File: config.mk
export PLATFORM = sky130hd
export DESIGN_NAME = radix_converter_fwd
export DESIGN_NICKNAME = d
export VERILOG_FILES = /design/src/rtl/spmv_radix_pkg.sv /design/src/rtl/fp_unpack.sv /design/src/rtl/radix_converter_fwd.sv
export SDC_FILE = /design/constraint.sdc
export NUM_CORES = 1
export LEC_CHECK = 0
export CORE_ASPECT_RATIO = 1.5
export CORE_MARGIN = 5
export CORE_UTILIZATION = 30
export DETAILED_ROUTE_END_ITERATION = 8
export REMOVE_ABC_BUFFERS = 1
export SETUP_SLACK_MARGIN = 0.3
export SLEW_MARGIN = 10
export SYNTH_ARGS = -nofsm -noshare
export SYNTH_HDL_FRONTEND = slang
export SYNTH_SLANG_ARGS = --single-unit
File: constraint.sdc
create_clock -name clk -period 14.7 [get_ports clk]
set_input_delay 2.205 -clock clk [delete_from_list [all_inputs] [get_ports clk]]
set_output_delay 2.205 -clock clk [all_outputs]
set_load 0.01 [all_outputs]
File: src/rtl/spmv_radix_pkg.sv
// Shared types and constants for the float-to-fixed input converter.
// Format codes, per-format exponent geometry and the unpacked operand.
package spmv_radix_pkg;

  localparam logic [1:0] FMT_HALF   = 2'd0;
  localparam logic [1:0] FMT_SINGLE = 2'd1;
  localparam logic [1:0] FMT_DOUBLE = 2'd2;

  localparam int EXP_W_H = 5;
  localparam int EXP_W_S = 8;
  localparam int EXP_W_D = 11;

  localparam logic [11:0] BIAS_H = 12'd15;
  localparam logic [11:0] BIAS_S = 12'd127;
  localparam logic [11:0] BIAS_D = 12'd1023;

  typedef struct packed {
    logic        sign;
    logic [11:0] e;
    logic [52:0] m;
    logic        is_inf;
    logic        is_nan;
    logic        is_zero;
  } unpk_t;

endpackage

File: src/rtl/fp_unpack.sv
// Combinational decode of a half/single/double beat into a common
// form: unbiased exponent and 53-bit mantissa with explicit hidden bit.
module fp_unpack
  import spmv_radix_pkg::*;
(
  input  logic [1:0]  i_fmt,
  input  logic [63:0] i_data,
  output unpk_t       o_unpk
);

  logic        w_sign;
  logic [10:0] w_exp;
  logic [10:0] w_exp_max;
  logic [51:0] w_frac;
  logic [11:0] w_bias;
  logic        w_exp_zero;
  logic        w_exp_ones;
  logic        w_frac_nz;

  // Reserved code 3 falls through to double.
  always_comb begin
    w_sign    = i_data[63];
    w_exp     = i_data[62:52];
    w_frac    = i_data[51:0];
    w_exp_max = 11'((1 << EXP_W_D) - 1);
    w_bias    = BIAS_D;
    case (i_fmt)
      FMT_HALF: begin
        w_sign    = i_data[15];
        w_exp     = {6'd0, i_data[14:10]};
        w_frac    = {i_data[9:0], 42'd0};
        w_exp_max = 11'((1 << EXP_W_H) - 1);
        w_bias    = BIAS_H;
      end
      FMT_SINGLE: begin
        w_sign    = i_data[31];
        w_exp     = {3'd0, i_data[30:23]};
        w_frac    = {i_data[22:0], 29'd0};
        w_exp_max = 11'((1 << EXP_W_S) - 1);
        w_bias    = BIAS_S;
      end
      default: ;
    endcase
  end

  assign w_exp_zero = (w_exp == 11'd0);
  assign w_exp_ones = (w_exp == w_exp_max);
  assign w_frac_nz  = |w_frac;

  always_comb begin
    o_unpk         = '0;
    o_unpk.sign    = w_sign;
    o_unpk.e       = w_exp_zero ? (12'd1 - w_bias)
                                : ({1'b0, w_exp} - w_bias);
    o_unpk.m       = {~w_exp_zero, w_frac};
    o_unpk.is_inf  = w_exp_ones & ~w_frac_nz;
    o_unpk.is_nan  = w_exp_ones & w_frac_nz;
    o_unpk.is_zero = w_exp_zero & ~w_frac_nz;
  end

endmodule

File: src/rtl/radix_converter_fwd.sv
// IEEE half/single/double to signed fixed-point, 3-stage elastic
// pipeline: unpack -> align -> sign/saturate.
module radix_converter_fwd
  import spmv_radix_pkg::*;
#(
  parameter int FIX_W     = 64,
  parameter int FRAC_BITS = 32
) (
  input  logic             clk,
  input  logic             rst,
  input  logic [1:0]       Ctrl_sig,
  input  logic             input_valid,
  output logic             input_ready,
  input  logic [63:0]      input_data,
  output logic             output_valid,
  input  logic             output_ready,
  output logic [FIX_W-1:0] output_data,
  output logic             output_ovf,
  output logic             output_nan
);

  localparam int WW = FIX_W + 53;
  localparam logic signed [13:0] SH_LIM  = 14'(FIX_W);
  localparam logic signed [14:0] TOP_LIM = 15'(FIX_W - 1);
  localparam logic [FIX_W-1:0] MAX_POS = {1'b0, {(FIX_W-1){1'b1}}};
  localparam logic [FIX_W-1:0] MIN_NEG = {1'b1, {(FIX_W-1){1'b0}}};

  logic w_ld1, w_ld2, w_ld3;
  logic r_v1, r_v2, r_v3;

  unpk_t w_unpk;
  unpk_t r_s1;

  logic             r_s2_sign;
  logic             r_s2_ovf;
  logic             r_s2_inf;
  logic             r_s2_nan;
  logic [FIX_W-1:0] r_s2_mag;

  logic [FIX_W-1:0] r_out_data;
  logic             r_out_ovf;
  logic             r_out_nan;

  assign w_ld3 = ~r_v3 | output_ready;
  assign w_ld2 = ~r_v2 | w_ld3;
  assign w_ld1 = ~r_v1 | w_ld2;

  assign input_ready  = w_ld1;
  assign output_valid = r_v3;
  assign output_data  = r_out_data;
  assign output_ovf   = r_out_ovf;
  assign output_nan   = r_out_nan;

  fp_unpack u_unpack (
    .i_fmt  (Ctrl_sig),
    .i_data (input_data),
    .o_unpk (w_unpk)
  );

  logic signed [13:0] w_shift;
  logic        [13:0] w_rsh;
  logic        [5:0]  w_msb;
  logic signed [14:0] w_top;
  logic [WW-1:0]      w_wide;
  logic [FIX_W-1:0]   w_mag;
  logic               w_ovf;

  // Align: S = E - 52 + FRAC_BITS, left for S >= 0, truncating right otherwise.
  always_comb begin
    w_msb = '0;
    for (int i = 0; i < 53; i++) begin
      if (r_s1.m[i]) w_msb = 6'(i);
    end
    w_shift = {{2{r_s1.e[11]}}, r_s1.e} - 14'd52 + 14'(FRAC_BITS);
    w_rsh   = -w_shift;
    w_top   = {w_shift[13], w_shift} + {9'd0, w_msb};
    w_wide  = '0;
    if (!w_shift[13]) begin
      if (w_shift < SH_LIM) w_wide = WW'(r_s1.m) << w_shift;
    end else if (w_rsh < 14'd53) begin
      w_wide = WW'(r_s1.m) >> w_rsh;
    end
    w_mag = w_wide[FIX_W-1:0];
    w_ovf = ~r_s1.is_zero &
            (((|r_s1.m) & (w_top >= TOP_LIM)) | (|w_wide[WW-1:FIX_W]));
  end

  logic [FIX_W-1:0] w_res;
  logic             w_res_ovf;
  logic             w_res_nan;

  always_comb begin
    w_res     = '0;
    w_res_ovf = 1'b0;
    w_res_nan = 1'b0;
    if (r_s2_nan) begin
      w_res_nan = 1'b1;
    end else if (r_s2_inf | r_s2_ovf) begin
      w_res     = r_s2_sign ? MIN_NEG : MAX_POS;
      w_res_ovf = 1'b1;
    end else begin
      w_res = r_s2_sign ? -r_s2_mag : r_s2_mag;
    end
  end

  always_ff @(posedge clk or posedge rst) begin
    if (rst) begin
      r_v1       <= 1'b0;
      r_v2       <= 1'b0;
      r_v3       <= 1'b0;
      r_s1       <= '0;
      r_s2_sign  <= 1'b0;
      r_s2_ovf   <= 1'b0;
      r_s2_inf   <= 1'b0;
      r_s2_nan   <= 1'b0;
      r_s2_mag   <= '0;
      r_out_data <= '0;
      r_out_ovf  <= 1'b0;
      r_out_nan  <= 1'b0;
    end else begin
      if (w_ld1) r_v1 <= input_valid;
      if (w_ld2) r_v2 <= r_v1;
      if (w_ld3) r_v3 <= r_v2;
      if (w_ld1 && input_valid) r_s1 <= w_unpk;
      if (w_ld2 && r_v1) begin
        r_s2_sign <= r_s1.sign;
        r_s2_ovf  <= w_ovf;
        r_s2_inf  <= r_s1.is_inf;
        r_s2_nan  <= r_s1.is_nan;
        r_s2_mag  <= w_mag;
      end
      if (w_ld3 && r_v2) begin
        r_out_data <= w_res;
        r_out_ovf  <= w_res_ovf;
        r_out_nan  <= w_res_nan;
      end
    end
  end

endmodule

==> results of run 1 <==
worst reg2reg max path: stages (launching register included):
cell and delay [ns]:
dfrtp_2 0.34, buf_4 0.46, clkinv_1 0.27, ha_4 0.25, nor2b_1 0.73, nor3_1 0.18, or2_2 0.49, nand2_1 0.10
o21ai_0 0.28, a311oi_1 0.69, and3_1 0.51, nand2_1 0.47, or4_1 0.61, nand4_1 0.10
per-layer routing:
| metal | vias to the layer above | wire (µm) | global-route usage |
|---|---|---|---|
| met5 | - | 0 | 0 |
| met4 | 0 | 5610 | 0.116 |
| met3 | 251 | 5160 | 0.0232 |
| met2 | 937 | 41800 | 0.393 |
| met1 | 10000 | 34000 | 0.281 |
| li1 | 9685 | - | - |
kinds of logic (layout without fill, tap and decap cells):
group,count (synthesis),count (layout),synth area share
flip-flops,206,206,0.255
multiplexers,245,245,0.164
AO/OA/AOI/OAI,796,796,0.253
AND/OR/NAND/NOR,1016,1016,0.227
buffers and inverters,301,266,0.0616
adder cells (fa/ha/maj),17,17,0.0109
XOR/XNOR,66,66,0.0293
area by class of cell:
class / count / area [µm²] / area share
Clock buffer: 28 / 604 / 0.0264
Clock inverter: 10 / 140 / 0.00613
Inverter: 44 / 173 / 0.00755
Multi-Input combinational cell: 2140 / 14000 / 0.611
Sequential cell: 206 / 5160 / 0.226
Tap cell: 885 / 1110 / 0.0484
Timing Repair Buffer: 184 / 1720 / 0.0752
worst paths after layout:
check | from | end | slack, ns | cells past startpoint
worst max-delay path | output_ready | input_ready | 9.00 | 4
worst min-delay path | output_data[28] | output_data[28] | 0.47 | 2
worst max register to register | r_s1[58] | r_s2_mag[10] | 9.14 | 13
worst min register to register | output_data[28] | output_data[28] | 0.47 | 2
max in group asynchronous | rst | r_s1[56] | 10.34 | 4
min in group asynchronous | rst | output_data[4] | 2.11 | 2
cell usage after synthesis (all sizes together) (40+ instances only):
library cell / instances
a21oi: 162
nand2: 430
mux2: 48
o21ai: 255
nor3: 71
xnor2: 49
nand3: 80
clkbuf: 174
inv: 42
mux2i: 133
o31ai: 40
mux4: 64
nor2: 242
buf: 83
dfrtp: 206
registers in the layout (all words and copies together) (netlist names):
register,cells
r_v2,1
r_s2_sign,1
output_nan,1
output_data,64
r_s2_nan,1
r_s1,69
output_ovf,1
r_s2_inf,1
output_valid,1
r_v1,1
r_s2_mag,64
r_s2_ovf,1
metrics by stage:
stage | instance area (µm²) | hold WS [ns]
after detailed placement | 22100 | 0.462
after global routing | 22900 | 0.496
final | 22900 | 0.471
after CTS | 22900 | 0.476
after floorplan | 19200 | 0.435
after global placement | 22100 | 0.453
power by group:
| part | switching [mW] | internal (mW) | total (mW) |
|---|---|---|---|
| clock | 0.250 | 0.345 | 0.595 |
| sequential | 0.166 | 0.667 | 0.833 |
| combinational | 1.32 | 0.795 | 2.12 |
==> out/qor.txt, run 1 <==
Synth warn = 0
Delay-heaviest family, CP = buffers and inverters
Result of the run = finished clean
Area growth syn-to-layout = 13.0%
RD Place Congestion = 0.996
Htree depth = 1
Clock transition at path regs = 0.06 ns
Drt wl/cell = 24.8 µm
DP HPWL = 65900 µm
Port bufs = 137
Post-placement cell count = 3459
# rows = 116
Hold crit path type = register to register
Final Total Pwr = 3.55 mW
Routed Antenna Nets = 0
Cts-stage hold buffer count = 0
Setup TNS Final = 0 ns
Slew @ Worst Pin = 1.08 ns
CTS max path bufs = 3
Slowest stage delay, CP = 0.53 ns
N_diodes = 0
Post-synthesis sequential area ratio = 0.255
Root buf cell = clkbuf_16
Dpl ws = 8.68 ns
DR vias/cell = 5.98
CTS tree = built
Slew headroom = 0.278
Most used DFF post-synth = dfrtp_1
CP Data Required Time = 12.49 ns
CP bufs+invs = 2
CP cell instances = clkdlybuf4s50_1, nor2b_1, nand3_1, clkdlybuf4s50_1
Leading cell type in the layout, fill and taps excluded = nand2_1
Post-synth EDFFs = 0
Drt drc = 0
Initial drt markers = 2018
MaxCap Viol Count = 0
Post-CTS Resized = 0
Final worst-path setup slack = 9.00 ns
Post-Route WL = 86600 µm
Pwr dens = 155 nW/µm²
Commonest cells after routing, fill and taps aside = nand2_1 (426), o21ai_0 (249), nor2_1 (240)
Fill count = 7189
Fraction of registers with async set or reset after synthesis = 1.00
Synth area leaders = dfrtp_1 (25%), nand2_1 (8.0%), mux4_2 (7.1%)
Final Slew Violations = 0
Synth Register Bits = 206
Gate count of the mapped netlist = 2647
Setup Crit Path Kind = input port to output pin
Num ports = 138
Top cell by count, worst path = clkdlybuf4s50_1
Num CTS Buffers = 23
CP max-delay cell = clkdlybuf4s50_1
Global route overflow = 0
Initial antenna violation count = 0
Total GRT Usage = 0.227
Final hold violations = 0
RSZ-0062 raised after global routing = false
Worst EP arrival = 3.50 ns
Layout cells sized above 1 = 0.0957
Vias in the first global route = 19900
Cell area after synthesis = 20200 µm²
Area of the die = 72900 µm²
F_max = 175 MHz
Worst Path Max Fanout = 4
Setup Viol. Count Final = 0
Starting density of the core = 0.303
Cell Count, Final, Fillers Out = 3497
Worst-Skew Late Latency = 0.55 ns
Crit path time final = 5.70 ns
Setup Fix Bufs, Post-CTS = 0
Synth unique cells = 90
Via Count = 20900
First-pass DRT Iterations = 6
Crit. End Element = output pin
Num Clock Sinks = 206
Nets = 2686
Skew final = 0.0266 ns
First-pass GRT wire length = 131000 µm
Layout Utilization = 0.343
Startpoint class of the critical path = input port
Synth area leader = dfrtp_1
Die Height = 328 µm
Largest net degree at the start of global routing = 93
Leakage = 9.07 nW
Post-synth top area share = 0.255
Tcrit/Tclk final = 0.388
Worst vdd ir = 0.0000756 V
Core Footprint = 66800 µm²
Syn avg cell area = 7.65 µm²
Die X = 222 µm
Power figures use the tool's default switching activity.
==> inputs of run 2 (changes only) <==
- clock period: 14.7 -> 5.4 ns (I/O delays scaled with it)
==> run 2 against run 1 <==
Net effect: sequential power rose to 2.7 times the previous value; combinational power rose to 2.8 times the previous value; largest cell class unchanged; cell area rose by 1.6%; final cell count grew 1.1%; critical path depth is 6 higher; count of clock-buffer cells in the layout stayed put.
==> out/qor.txt, run 2 (synthesis gave the netlist of run 1 again) <==
Logic pwr share = 0.611
Clock share of power = 0.165
Register cell area after layout = 5160 µm²
Delay-heaviest family, CP = compound AO/OA/AOI/OAI gates
Core Footprint = 66800 µm²
First-pass DRT Iterations = 6
CP cell instances = inv_1, ha_4, mux4_2, a32o_1, a221oi_1, nor4b_1, o21ai_0, o31a_1, o41ai_2, a221oi_1
Skew final = 0.0112 ns
Dpl ws = 0.538 ns
Drt wl/cell = 25.0 µm
Port bufs = 137
NetSw = 4.88 mW
RSZ-0062 raised after global routing = false
Slew headroom = 0.226
Fill count = 7191
N_diodes = 0
Die Height = 328 µm
CP Data Required Time = 5.81 ns
Post-Route WL = 88500 µm
Hold crit path type = register to register
Crit. End Element = register
Cell depth of the worst min-delay path = 2
Global Route met1 Usage = 0.280
RD Place Congestion = 1.03
Commonest cells after routing, fill and taps aside = nand2_1 (426), o21ai_0 (248), nor2_1 (240)
Cts-stage hold buffer count = 0
Starting density of the core = 0.303
Worst vdd ir = 0.000223 V
Setup Viol. Count Final = 0
Crit path time final = 4.92 ns
Final hold violations = 0
Startpoint class of the critical path = register
Most used routing layer = met2
Worst Path Max Fanout = 40
Met2 Usage GRT = 0.395
Post-CTS Resized = 0
DR vias/cell = 6.02
Slowest stage delay, CP = 0.99 ns
Die X = 222 µm
Area of the die = 72900 µm²
Nets = 2723
Global route overflow = 0
Top cell by count, worst path = a221oi_1
Setup Fix Bufs, Post-CTS = 0
First-pass GRT wire length = 133000 µm
CP bufs+invs = 1
Area growth syn-to-layout = 14.8%
Leakage = 9.26 nW
Tcrit/Tclk final = 0.911
Num CTS Buffers = 23
Total GRT Usage = 0.232
CTS max path bufs = 3
Critical path depth = 10
Multi-input logic area = 14000 µm²
Initial antenna violation count = 0
Slew @ Worst Pin = 1.15 ns
Pwr dens = 425 nW/µm²
Leading cell type in the layout, fill and taps excluded = nand2_1
Setup Crit Path Kind = register to register
Largest net degree at the start of global routing = 102
Vias in the first global route = 20500
CP max-delay cell = nor4b_1
Num Clock Sinks = 206
# rows = 116
Worst-Skew Late Latency = 0.54 ns
Register with the most flip-flops = r_s1
Clock transition at path regs = 0.06 ns
Initial drt markers = 2328
Routed Antenna Nets = 0
Switching share of power = 0.493
Htree depth = 1
Layout cells sized above 1 = 0.112
Drt drc = 0
Worst EP arrival = 5.33 ns
Number of flip-flops in the largest register = 69
FF-to-FF path depth = 10
MaxCap Viol Count = 0
Setup TNS Final = 0 ns
Power Internal = 5.01 mW
Num ports = 138
Final Slew Violations = 0
CTS tree = built
DP HPWL = 68100 µm
Seq pwr share = 0.224
F_max = 203 MHz
Final worst-path setup slack = 0.481 ns
Root buf cell = clkbuf_16
Result of the run = finished clean
Via Count = 21300
GR Layer Usage met3 = 0.0292
[run 2: changes by cell type in the layout (fill, tap and decap cells not counted), sizes merged]
cell,delta
buf,+37
clkinvlp,+6
inv,-2
bufinv,-1
clkinv,-1
[run 2: final cells by class]
class | instances | area share
multi-input cells | 2140 | 0.601
flip-flops and latches | 206 | 0.222
repair buffers | 221 | 0.0881
well taps | 885 | 0.0476
clock buffers | 28 | 0.0277
inverters | 44 | 0.00743
clock inverters | 12 | 0.00554
[run 2: power groups by stage]
stage	Combinational [mW]	Clock, mW	Sequential (mW)
after floorplan	3.54	0	2.29
after global placement	5.90	0	2.23
after detailed placement	5.88	0	2.24
after CTS	5.90	1.67	2.21
after global routing	6.44	1.72	2.26
final	6.04	1.63	2.22
[run 2: worst paths after layout]
path / endpoint / slack, ns / start
worst max register to register: r_s2_ovf / 0.48 / r_s1[59]
min in group asynchronous: output_data[13] / 0.76 / rst
max in group asynchronous: r_s2_mag[22] / 3.76 / rst
worst min register to register: output_data[57] / 0.47 / output_data[57]
worst max-delay path: r_s2_ovf / 0.48 / r_s1[59]
worst min-delay path: output_data[57] / 0.47 / output_data[57]
[run 2: through the flow]
| step | hold slack (ns) | utilization | area, µm² | instances | power [mW] |
|---|---|---|---|---|---|
| floorplan | 0.435 | - | 19200 | 2390 | 5.82 |
| global placement | 0.455 | 0.336 | 22500 | 3496 | 8.14 |
| detailed placement | 0.457 | 0.336 | 22500 | 3496 | 8.12 |
| CTS | 0.470 | 0.348 | 23200 | 3536 | 9.78 |
| global route | 0.489 | 0.348 | 23200 | 3536 | 10.4 |
| finish | 0.467 | 0.348 | 23200 | 3536 | 9.89 |
[run 2: layer usage]
metal,vias up,wire length (µm),share of wire
li1,9757,-,-
met1,10100,33600,0.38
met2,1110,41800,0.47
met3,331,6310,0.071
met4,0,6820,0.077
met5,-,0,0
[run 2: worst min-delay path, stage by stage (launching register included)]
cell and delay [ns]:
dfrtp_1 0.34, nand2_1 0.05, nand2_1 0.05
==> inputs of run 3 (changes only) <==
- clock period: 5.4 -> 6.3 ns (I/O delays scaled with it)
==> run 3 against run 2 <==
Net effect: routed wire length barely moved; clock skew rose by 0.015 ns; final cell count fell by 0.62%; register-to-register slack improved by 0.94 ns; worst setup slack improved by 0.94 ns; core utilization fell by 0.42 points; non-clock buffer count fell by 22; hold slack got worse by 0.0022 ns; global-route usage fell by 0.16 points; cell area fell by 1.2%; highest routed layer unchanged.
==> out/qor.txt, run 3 (synthesis gave the netlist of run 1 again) <==
Worst Path Max Fanout = 13
Drt wl/cell = 25.1 µm
CP Data Required Time = 6.72 ns
Pwr dens = 363 nW/µm²
GR Layer Usage met3 = 0.0313
Leading cell type in the layout, fill and taps excluded = nand2_1
# rows = 116
Met2 Usage GRT = 0.394
CP max-delay cell = dfrtp_1
Area growth syn-to-layout = 13.4%
Die Height = 328 µm
Setup TNS Final = 0 ns
Htree depth = 1
Num CTS Buffers = 23
Slew headroom = 0.0969
Port bufs = 137
Worst EP arrival = 5.30 ns
Result of the run = finished clean
Register with the most flip-flops = r_s1
WHS = 0.465 ns
Starting density of the core = 0.303
Crit. End Element = register
Via Count = 21300
CTS max path bufs = 3
DR vias/cell = 6.07
Final Instance Area = 23000 µm²
Num ports = 138
Setup Viol. Count Final = 0
Post-Route WL = 88400 µm
Final Total Pwr = 8.33 mW
Layout cells sized above 1 = 0.102
Commonest cells after routing, fill and taps aside = nand2_1 (426), o21ai_0 (249), nor2_1 (240)
Setup Crit Path Kind = register to register
Number of flip-flops in the largest register = 69
Placed instance area = 22300 µm²
First-pass DRT Iterations = 8
CTS tree = built
RD Place Congestion = 1.03
Setup Fix Bufs, Post-CTS = 0
Root buf cell = clkbuf_16
Global route overflow = 0
Worst vdd ir = 0.000199 V
Worst-Skew Late Latency = 0.56 ns
Initial drt markers = 2281
Core Footprint = 66800 µm²
F_max = 205 MHz
Final hold violations = 0
CP cell instances = nor2_1, a21boi_0, o31ai_1, a211oi_1, nor3_1, o31ai_1, a211oi_1, o311a_1, o21a_1, ha_1, a21oi_1, o21ai_0, a21o_1, a21oi_1, or2_2, or4_1, o21ai_0, a31oi_1, a311oi_1, a221oi_1
Slowest stage delay, CP = 0.55 ns
Die X = 222 µm
MaxCap Viol Count = 0
Tcrit/Tclk final = 0.774
Area of the die = 72900 µm²
Clock transition at path regs = 0.06 ns
Skew final = 0.0263 ns
Post-CTS Resized = 0
Global Route met1 Usage = 0.279
Most used routing layer = met2
Leakage = 9.13 nW
Slew @ Worst Pin = 1.35 ns
Cts-stage hold buffer count = 0
DP HPWL = 67100 µm
Crit path time final = 4.87 ns
Nets = 2701
Startpoint class of the critical path = register
Drt drc = 0
First-pass GRT wire length = 133000 µm
RSZ-0062 raised after global routing = false
Routed Antenna Nets = 0
Largest net degree at the start of global routing = 112
Vias in the first global route = 20400
Initial antenna violation count = 1
Hold crit path type = register to register
Final Slew Violations = 0
Total GRT Usage = 0.231
Num Clock Sinks = 206
-- run 3: changes by cell type in the layout (fill, tap and decap cells not counted), sizes merged --
cell	previous run	this run
bufinv	2	1
buf	85	63
diode	0	1
clkinvlp	6	2
clkinv	5	9
-- run 3: per-stage QoR --
stage                     std cells  setup WS, ns  utilization
after global placement         3474          1.53        0.333
after floorplan                2390         -4.13            -
final                          3514          1.43        0.344
after detailed placement       3474          1.50        0.333
after global routing           3513          1.04        0.344
after CTS                      3513          1.47        0.344
-- run 3: final cells by class --
cell class,instances,area [µm²]
repair buffers,199,1840
clock inverters,11,92.6
flip-flops and latches,206,5160
clock buffers,28,614
fillers,7240,43800
well taps,885,1110
inverters,44,173
diodes,1,2.50
multi-input cells,2140,14000
-- run 3: worst paths after layout --
path	cells past startpoint	end	startpoint	slack, ns
max	20	r_s2_ovf	r_s1[13]	1.43
min	2	output_data[28]	output_data[28]	0.47
max reg2reg	20	r_s2_ovf	r_s1[13]	1.43
min reg2reg	2	output_data[28]	output_data[28]	0.47
max in group asynchronous	3	output_data[48]	rst	4.36
min in group asynchronous	2	output_data[13]	rst	0.88
-- run 3: critical path, delay by kind of cell, from the launching register on --
| kind | cells | cell delay (ns) |
|---|---|---|
| compound gates | 15 | 2.83 |
| simple gates | 4 | 1.10 |
| flops | 1 | 0.55 |
| fa+ha+maj | 1 | 0.27 |
-- run 3: layer usage --
metal  share of wire  vias up  routed length [µm]
met3           0.073      329                6470
met1            0.38    10100               33700
li1                -     9751                   -
met2            0.48     1099               42000
met5               0        -                   0
met4           0.070        0                6230
-- run 3: power breakdown --
| part | leakage [nW] | internal, mW | total (mW) | switching, mW |
|---|---|---|---|---|
| Sequential | 2.64 | 1.56 | 1.97 | 0.414 |
| Combinational | 6.14 | 1.89 | 5.04 | 3.15 |
| Clock | 0.348 | 0.733 | 1.32 | 0.587 |
